$ cat src/rtl/sram_port_arbiter.sv
// Shares one single-port SRAM between the instruction-fetch and data channels.
// Data wins conflicts unless the fetch channel has lost MAX_WAIT cycles in a row.
module sram_port_arbiter #(
    parameter int MAX_WAIT = 3,
    parameter int WAIT_W   = 4
) (
    input  logic        clk,
    input  logic        reset,

    input  logic        inst_req,
    input  logic [31:0] inst_addr,
    output logic        inst_addr_ok,
    output logic        inst_data_ok,
    output logic [31:0] inst_rdata,

    input  logic        data_req,
    input  logic        data_wr,
    input  logic [3:0]  data_wstrb,
    input  logic [31:0] data_addr,
    input  logic [31:0] data_wdata,
    output logic        data_addr_ok,
    output logic        data_data_ok,
    output logic [31:0] data_rdata,

    output logic        ram_en,
    output logic [3:0]  ram_wen,
    output logic [31:0] ram_addr,
    output logic [31:0] ram_wdata,
    input  logic [31:0] ram_rdata
);

    localparam logic [WAIT_W-1:0] WAIT_LIMIT = WAIT_W'(MAX_WAIT);

    logic [WAIT_W-1:0] wait_cnt;
    logic              starve;
    logic              gnt_i;
    logic              gnt_d;
    logic              resp_v;
    logic              resp_own;

    assign starve = (wait_cnt >= WAIT_LIMIT);
    assign gnt_d  = data_req & ~(inst_req & starve);
    assign gnt_i  = inst_req & ~gnt_d;

    assign inst_addr_ok = gnt_i;
    assign data_addr_ok = gnt_d;

    assign ram_en    = gnt_i | gnt_d;
    assign ram_addr  = gnt_d ? data_addr : inst_addr;
    assign ram_wen   = (gnt_d & data_wr) ? data_wstrb : 4'h0;
    assign ram_wdata = data_wdata;

    // Counts consecutive cycles a pending fetch was refused.
    always_ff @(posedge clk or posedge reset) begin
        if (reset) begin
            wait_cnt <= '0;
        end else if (~inst_req | gnt_i) begin
            wait_cnt <= '0;
        end else if (wait_cnt < WAIT_LIMIT) begin
            wait_cnt <= wait_cnt + 1'b1;
        end
    end

    // The SRAM answers one cycle after enable; remember who asked.
    always_ff @(posedge clk or posedge reset) begin
        if (reset) begin
            resp_v   <= 1'b0;
            resp_own <= 1'b0;
        end else begin
            resp_v   <= ram_en;
            resp_own <= gnt_d;
        end
    end

    assign inst_data_ok = resp_v & ~resp_own;
    assign data_data_ok = resp_v & resp_own;
    assign inst_rdata   = ram_rdata;
    assign data_rdata   = ram_rdata;

endmodule
$ cat config.mk
export PLATFORM = sky130hd
export DESIGN_NAME = sram_port_arbiter
export DESIGN_NICKNAME = d
export VERILOG_FILES = /design/src/rtl/sram_port_arbiter.sv
export SDC_FILE = /design/constraint.sdc
export NUM_CORES = 1
export LEC_CHECK = 0
export BUFFER_PORTS_ARGS = -buffer_cell sky130_fd_sc_hd__buf_2
export CORE_AREA = 2 2 105 107
export DETAILED_ROUTE_END_ITERATION = 12
export DIE_AREA = 0 0 107 109
export PLACE_DENSITY_LB_ADDON = 0.1
export SETUP_SLACK_MARGIN = 0.02
export SYNTH_ARGS = -nofsm -noshare
export SYNTH_HDL_FRONTEND = slang
export SYNTH_SLANG_ARGS = --single-unit
$ cat constraint.sdc
create_clock -name clk -period 5.1 [get_ports clk]
set_clock_uncertainty 0.2 [all_clocks]
set_input_delay 0.255 -clock clk [delete_from_list [all_inputs] [get_ports clk]]
set_output_delay 0.255 -clock clk [all_outputs]
set_load 0.05 [all_outputs]
==> results of run 1 <==
## through the flow
step / area [um^2] / hold WS [ns]
after global routing: 1520 / 0.0922
after CTS: 1520 / 0.0899
after global placement: 1470 / 0.00499
final: 1520 / 0.0953
after detailed placement: 1470 / -0.00579
after floorplan: 1480 / -0.154
## cell usage after synthesis (all sizes together)
cell type  count  share of area
nor3b          1         0.0051
dfrtp          6           0.10
or2            1         0.0043
nor2b          1         0.0043
and3           5          0.021
o31ai          1         0.0051
inv            2         0.0051
and2           2         0.0085
buf           99           0.51
conb           1         0.0025
ha             1         0.0085
mux2          32           0.32
nand2          1         0.0043
## cell families (layout without fill, tap and decap cells)
| group | after synthesis | in the layout | synth area share |
|---|---|---|---|
| AO/OA/AOI/OAI | 1 | 1 | 0.00510 |
| adder cells (fa/ha/maj) | 1 | 1 | 0.00850 |
| buffers and inverters | 101 | 120 | 0.518 |
| flip-flops | 6 | 6 | 0.102 |
| multiplexers | 32 | 32 | 0.316 |
| other | 1 | 2 | 0.00255 |
| AND/OR/NAND/NOR | 11 | 11 | 0.0476 |
## path summary, 6_finish.rpt
check,to,depth (start not counted)
setup / recovery,ram_wen[2],7
hold / removal,resp_v$_DFF_PP0_,2
setup reg to reg,wait_cnt[1]$_DFFE_PP0P_,6
hold reg to reg,wait_cnt[0]$_DFFE_PP0P_,1
max in group asynchronous,wait_cnt[3]$_DFFE_PP0P_,3
min in group asynchronous,wait_cnt[0]$_DFFE_PP0P_,3
## layout make-up
class	count	area, um^2	area share
timing repair buffer	115	583	0.384
multi-input combinational	47	563	0.370
tap	140	175	0.115
sequential	6	150	0.0988
clock buffer	3	41.3	0.0272
inverter	2	7.51	0.00494
## critical path: cells and delay by family, from the launching register on
family / cells / cell delay (ns)
buffers and inverters: 3 / 0.81
AND/OR/NAND/NOR: 2 / 0.48
AO/OA/AOI/OAI: 1 / 0.23
flip-flops: 1 / 0.37
adder cells (fa/ha/maj): 1 / 0.20
## sequential cells by signal, indices dropped and copies added (netlist names)
register / cells
resp_own: 1
resp_v: 1
wait_cnt: 4
## cell usage in the layout (no fill, tap or decap)
cell,synthesis,routed
buf_4,96,1
ha_1,1,1
nor3b_1,1,1
or2_2,1,1
clkbuf_8,0,3
and2_1,2,2
mux2_2,4,4
inv_1,2,2
mux2_4,28,28
o31ai_1,1,1
and3_1,5,5
conb_1,1,2
dfrtp_1,6,6
dlygate4sd3_1,0,1
buf_2,0,113
nand2_2,1,1
nor2b_1,1,1
## repair_timing
action | CTS | global route
gates resized for setup | 0 | 0
endpoints found under the hold margin | 6 | 0
hold buffers | 1 | 0
## metal layers
layer / wire [um] / vias to the layer above / global-route usage / part of all wire
li1: - / 437 / - / -
met1: 924 / 438 / 0.0402 / 0.31
met2: 1570 / 87 / 0.0833 / 0.52
met3: 397 / 10 / 0.0203 / 0.13
met4: 97 / 0 / 0.0306 / 0.033
met5: 0 / - / 0 / 0
## power by group through the flow
stage	registers (W)	logic [W]	clock network [W]
floorplan	0.0000513	0.000349	0
global placement	0.0000518	0.000198	0
detailed placement	0.0000517	0.000197	0
CTS	0.0000511	0.000198	0.0000706
global route	0.0000513	0.000206	0.0000748
finish	0.0000510	0.000195	0.0000676
==> results by group, run 1 <==
Place
  – Post-DP HPWL: 2.66 mm
  – Post-Place Worst Slack: 2.47 ns
  – Port Buffer Count: 113
  – Placed cell count: 309
  – Routability Congestion: 0.626

Setup path
  – WS Path Type: reg -> out
  – CP max-delay cell: dfrtp_1
  – Cell breakdown of the critical path: ha_1 -> o31ai_1 -> nand2_2 -> buf_4 -> inv_1 -> and3_1 -> buf_2
  – CP Launch Type: flip-flop
  – Critical R2R Launch: wait_cnt[0]$_DFFE_PP0P_
  – CP startpoint: wait_cnt[0]$_DFFE_PP0P_
  – Critical-path maximum fanout: 23
  – Crit path required time: 4.64 ns
  – Reg-to-reg slack, setup: 2.95 ns
  – CP endpoint kind: primary output
  – Worst Path Arrival: 2.35 ns
  – CP max stage delay: 0.37 ns

Timing
  – Hold Vio Cnt, Final: 0
  – RSZ-0062 raised after global routing: no
  – Slew Limit Fails: 0
  – Setup slack after layout: 2.29 ns
  – Post-route minimum period: 2.81 ns
  – Setup TNS: 0 ns
  – Peak Freq: 356 MHz
  – Fin crit share: 0.550
  – Setup-failing EPs final: 0

Global routing
  – Largest net degree at the start of global routing: 24
  – Global-route wire length before repair: 4.07 mm
  – Tot GR Track Use: 0.0455
  – Total gr overflow: 0
  – Vias in the first global route: 934
  – Initial antenna violation count: 0

Status
  – Outcome: finished, final reports clean

Power and ir drop
  – VDD IR max: 0.0502 mV
  – PD cells: 206 nW/um^2
  – Comb pwr share: 0.622
  – Sequential power share: 0.163
  – Power share of the clock group: 0.216
  – Pwr Total: 0.000314 W
  – Leakage power: 0.891 nW
  – Sw power: 0.000142 W
  – P_int: 0.000171 W
  – Sw Share: 0.454

Floorplanning
  – Initial Utilization: 0.139
  – Core box area: 10,600 um^2
  – Area of the die: 11,700 um^2
  – Die height: 109 um
  – Die W: 107 um
  – Row cnt: 38
  – # IOs: 274

CTS
  – Clock-pin slew on the worst setup and hold paths: 0.03 ns
  – Sink Count: 6
  – Root buf cell: clkbuf_8
  – H-Tree Depth: 1
  – Clk Latency, worst-skew pair: 0.22 ns
  – Cts bufs inserted: 3
  – Post-CTS Setup Bufs: 0
  – Clock Path Buffers: 2
  – CTS tree: done

Detailed routing
  – DRT iter0 DRCs: 10
  – Routed wire length per instance: 9.53 um
  – DR pass1 iterations: 3
  – Routed Antenna Nets: 0
  – Drt total wl: 2.98 mm
  – Vias: 972
  – Via density: 3.11
  – DRC: 0

Worst hold path
  – Hold Crit Start: data_req
  – Hold Crit Class: in -> reg

Layout
  – Final core utilization: 0.143
  – Layout Nets: 313
  – Ratio of cells with drive above 1 in the final layout: 0.873
  – Fill count: 1,215
  – Fin cells: 313
  – Antenna fix cells: 0
  – Layout area overhead: 3.32%

Synthesis
  – Yosys warning total: 0
  – Synthesized cell area: 1470 um^2
  – Number of library cell types mapped by synthesis: 15
  – Sequential element share of the synthesized area: 0.102
  – Mean Syn Cell Area: 9.62 um^2
  – Cells after Synth: 153
  – Seq cells post-synth: 6

Job
  – Max Cap Viol: 0
Note: power is estimated with default switching activity, not from simulation.
==> inputs of run 2 (changes only) <==
Settings changed: CORE_AREA 2 2 105 107 to 2 2 106 108, DIE_AREA 0 0 107 109 to 0 0 108 110.
Clock period 5.1 ns to 2.7 ns, I/O delays scaled along.
==> run 2 against run 1 <==
Against the previous run: utilization barely moved; clock power up 95%; largest cell class unchanged; flip-flop and latch count stayed put; sequential share of layout area down 0.11 points; cell area increased by 1.2%; sequential power grew 89%; combinational power rose by 90%; the flow now finishes with violations (negative hold slack).
==> results by group, run 2 (same netlist as run 1, synthesis figures left out) <==
CTS
  – Sink Count: 6
  – H-Tree Depth: 1
  – Clock-pin slew on the worst setup and hold paths: 0.04 ns
  – Root buf cell: clkbuf_8
  – Post_cts resized: 0
  – Clock Path Buffers: 2
  – Post-CTS Setup Bufs: 0
  – Clk Latency, worst-skew pair: 0.22 ns
  – CTS tree: done
  – Cts bufs inserted: 3
  – Post-CTS Hold Buffers: 2

Status
  – Failing checks: negative hold slack
  – Outcome: finished with violations

Global routing
  – Vias in the first global route: 930
  – Total gr overflow: 0
  – Global-route wire length before repair: 4.13 mm
  – Largest net degree at the start of global routing: 27
  – Initial antenna violation count: 0
  – Tot GR Track Use: 0.0437

Timing
  – Worst hold slack: -0.00848 ns
  – Slew Limit Fails: 0
  – Post-route minimum period: 2.34 ns
  – Setup-failing EPs final: 0
  – Setup TNS: 0 ns
  – Hold Vio Cnt, Final: 1
  – Peak Freq: 427 MHz
  – Fin crit share: 0.867
  – RSZ-0062 raised after global routing: no

Floorplanning
  – # IOs: 274
  – Area of the die: 11,900 um^2
  – Die W: 108 um
  – Core box area: 10,700 um^2
  – Die height: 110 um
  – Initial Utilization: 0.138
  – Row cnt: 38

Setup path
  – CP max-delay cell: dfrtp_1
  – Crit path required time: 2.37 ns
  – CP startpoint: wait_cnt[0]$_DFFE_PP0P_
  – CP endpoint kind: primary output
  – CP max stage delay: 0.37 ns
  – Worst Path Arrival: 2.01 ns
  – Critical R2R Launch: wait_cnt[0]$_DFFE_PP0P_
  – CP Launch Type: flip-flop
  – Critical-path maximum fanout: 26
  – WS Path Type: reg -> out
  – Cell breakdown of the critical path: ha_1 -> o31ai_1 -> nand2_2 -> buf_4 -> inv_1 -> and3_1 -> buf_2

Layout
  – Sequential Area: 150 um^2
  – Commonest cells after routing, fill and taps aside: buf_2, mux2_4, dfrtp_1, and3_1, mux2_2
  – Multi-input gate area: 563 um^2
  – Ratio of cells with drive above 1 in the final layout: 0.869
  – Top Registers: wait_cnt x4, resp_own x1, resp_v x1
  – Final core utilization: 0.144
  – Layout Nets: 315
  – Layout area overhead: 4.51%
  – Commonest non-fill, non-tap cell in the layout: buf_2
  – Antenna fix cells: 0
  – Most flop-heavy register: wait_cnt
  – Number of flip-flops in the largest register: 4
  – Fill count: 1,250
  – Design area: 1540 um^2

Power and ir drop
  – Leakage power: 0.900 nW
  – PD cells: 389 nW/um^2
  – VDD IR max: 0.0984 mV

Worst hold path
  – Hold Crit Start: inst_req
  – Hold Crit Class: in -> reg

Detailed routing
  – Drt total wl: 2.92 mm
  – Routed Antenna Nets: 0
  – Vias: 971
  – Via density: 3.08
  – DRC: 0
  – DR pass1 iterations: 2
  – Routed wire length per instance: 9.25 um
  – DRT iter0 DRCs: 15

Place
  – Placed cell area: 1480 um^2
  – Routability Congestion: 0.577
  – Post-DP HPWL: 2.55 mm
  – Port Buffer Count: 113

Job
  – Max Cap Viol: 0
==> run 2: changes by cell type in the layout (fill, tap and decap cells not counted) <==
cell / delta
dlygate4sd3_1: +1
buf_4: +1
==> run 2: worst paths after layout <==
path	endpoint	depth (start not counted)	slack (ns)
worst max-delay path	ram_wen[1]	7	0.36
worst min-delay path	resp_v$_DFF_PP0_	2	-0.008
worst max register to register	wait_cnt[1]$_DFFE_PP0P_	6	0.90
worst min register to register	wait_cnt[0]$_DFFE_PP0P_	1	0.23
max in group asynchronous	wait_cnt[0]$_DFFE_PP0P_	3	1.90
min in group asynchronous	wait_cnt[3]$_DFFE_PP0P_	3	0.20
==> run 2: power by group <==
group          switching, W   total, W  internal [W]
Combinational      0.000234   0.000370      0.000135
Sequential       0.00000190  0.0000966     0.0000947
Clock             0.0000364   0.000132     0.0000956
==> run 2: metrics by stage <==
stage,power (W),std cells,setup WS (ns)
after floorplan,0.000756,154,0.479
after global routing,0.000631,315,0.176
after CTS,0.000608,315,0.316
after global placement,0.000472,310,0.582
after detailed placement,0.000470,310,0.551
final,0.000598,315,0.359
==> run 2: routing by layer <==
layer  global-route usage  share of wire  vias up
li1                     -              -      440
met1               0.0445           0.33      411
met2               0.0755           0.48      103
met3               0.0188           0.16       17
met4               0.0247          0.025        0
met5                    0              0        -
==> run 2: area by class of cell <==
| class | count | share of cell area |
|---|---|---|
| Timing Repair Buffer | 117 | 0.391 |
| Multi-Input combinational cell | 47 | 0.366 |
| Tap cell | 140 | 0.114 |
| Inverter | 2 | 0.00488 |
| Sequential cell | 6 | 0.0976 |
| Clock buffer | 3 | 0.0269 |
==> run 2: critical path: cells and delay by family, from the launching register on <==
kind	cells	cell delay [ns]
fa+ha+maj	1	0.19
compound gates	1	0.24
flops	1	0.37
buf+inv	3	0.71
simple gates	2	0.26
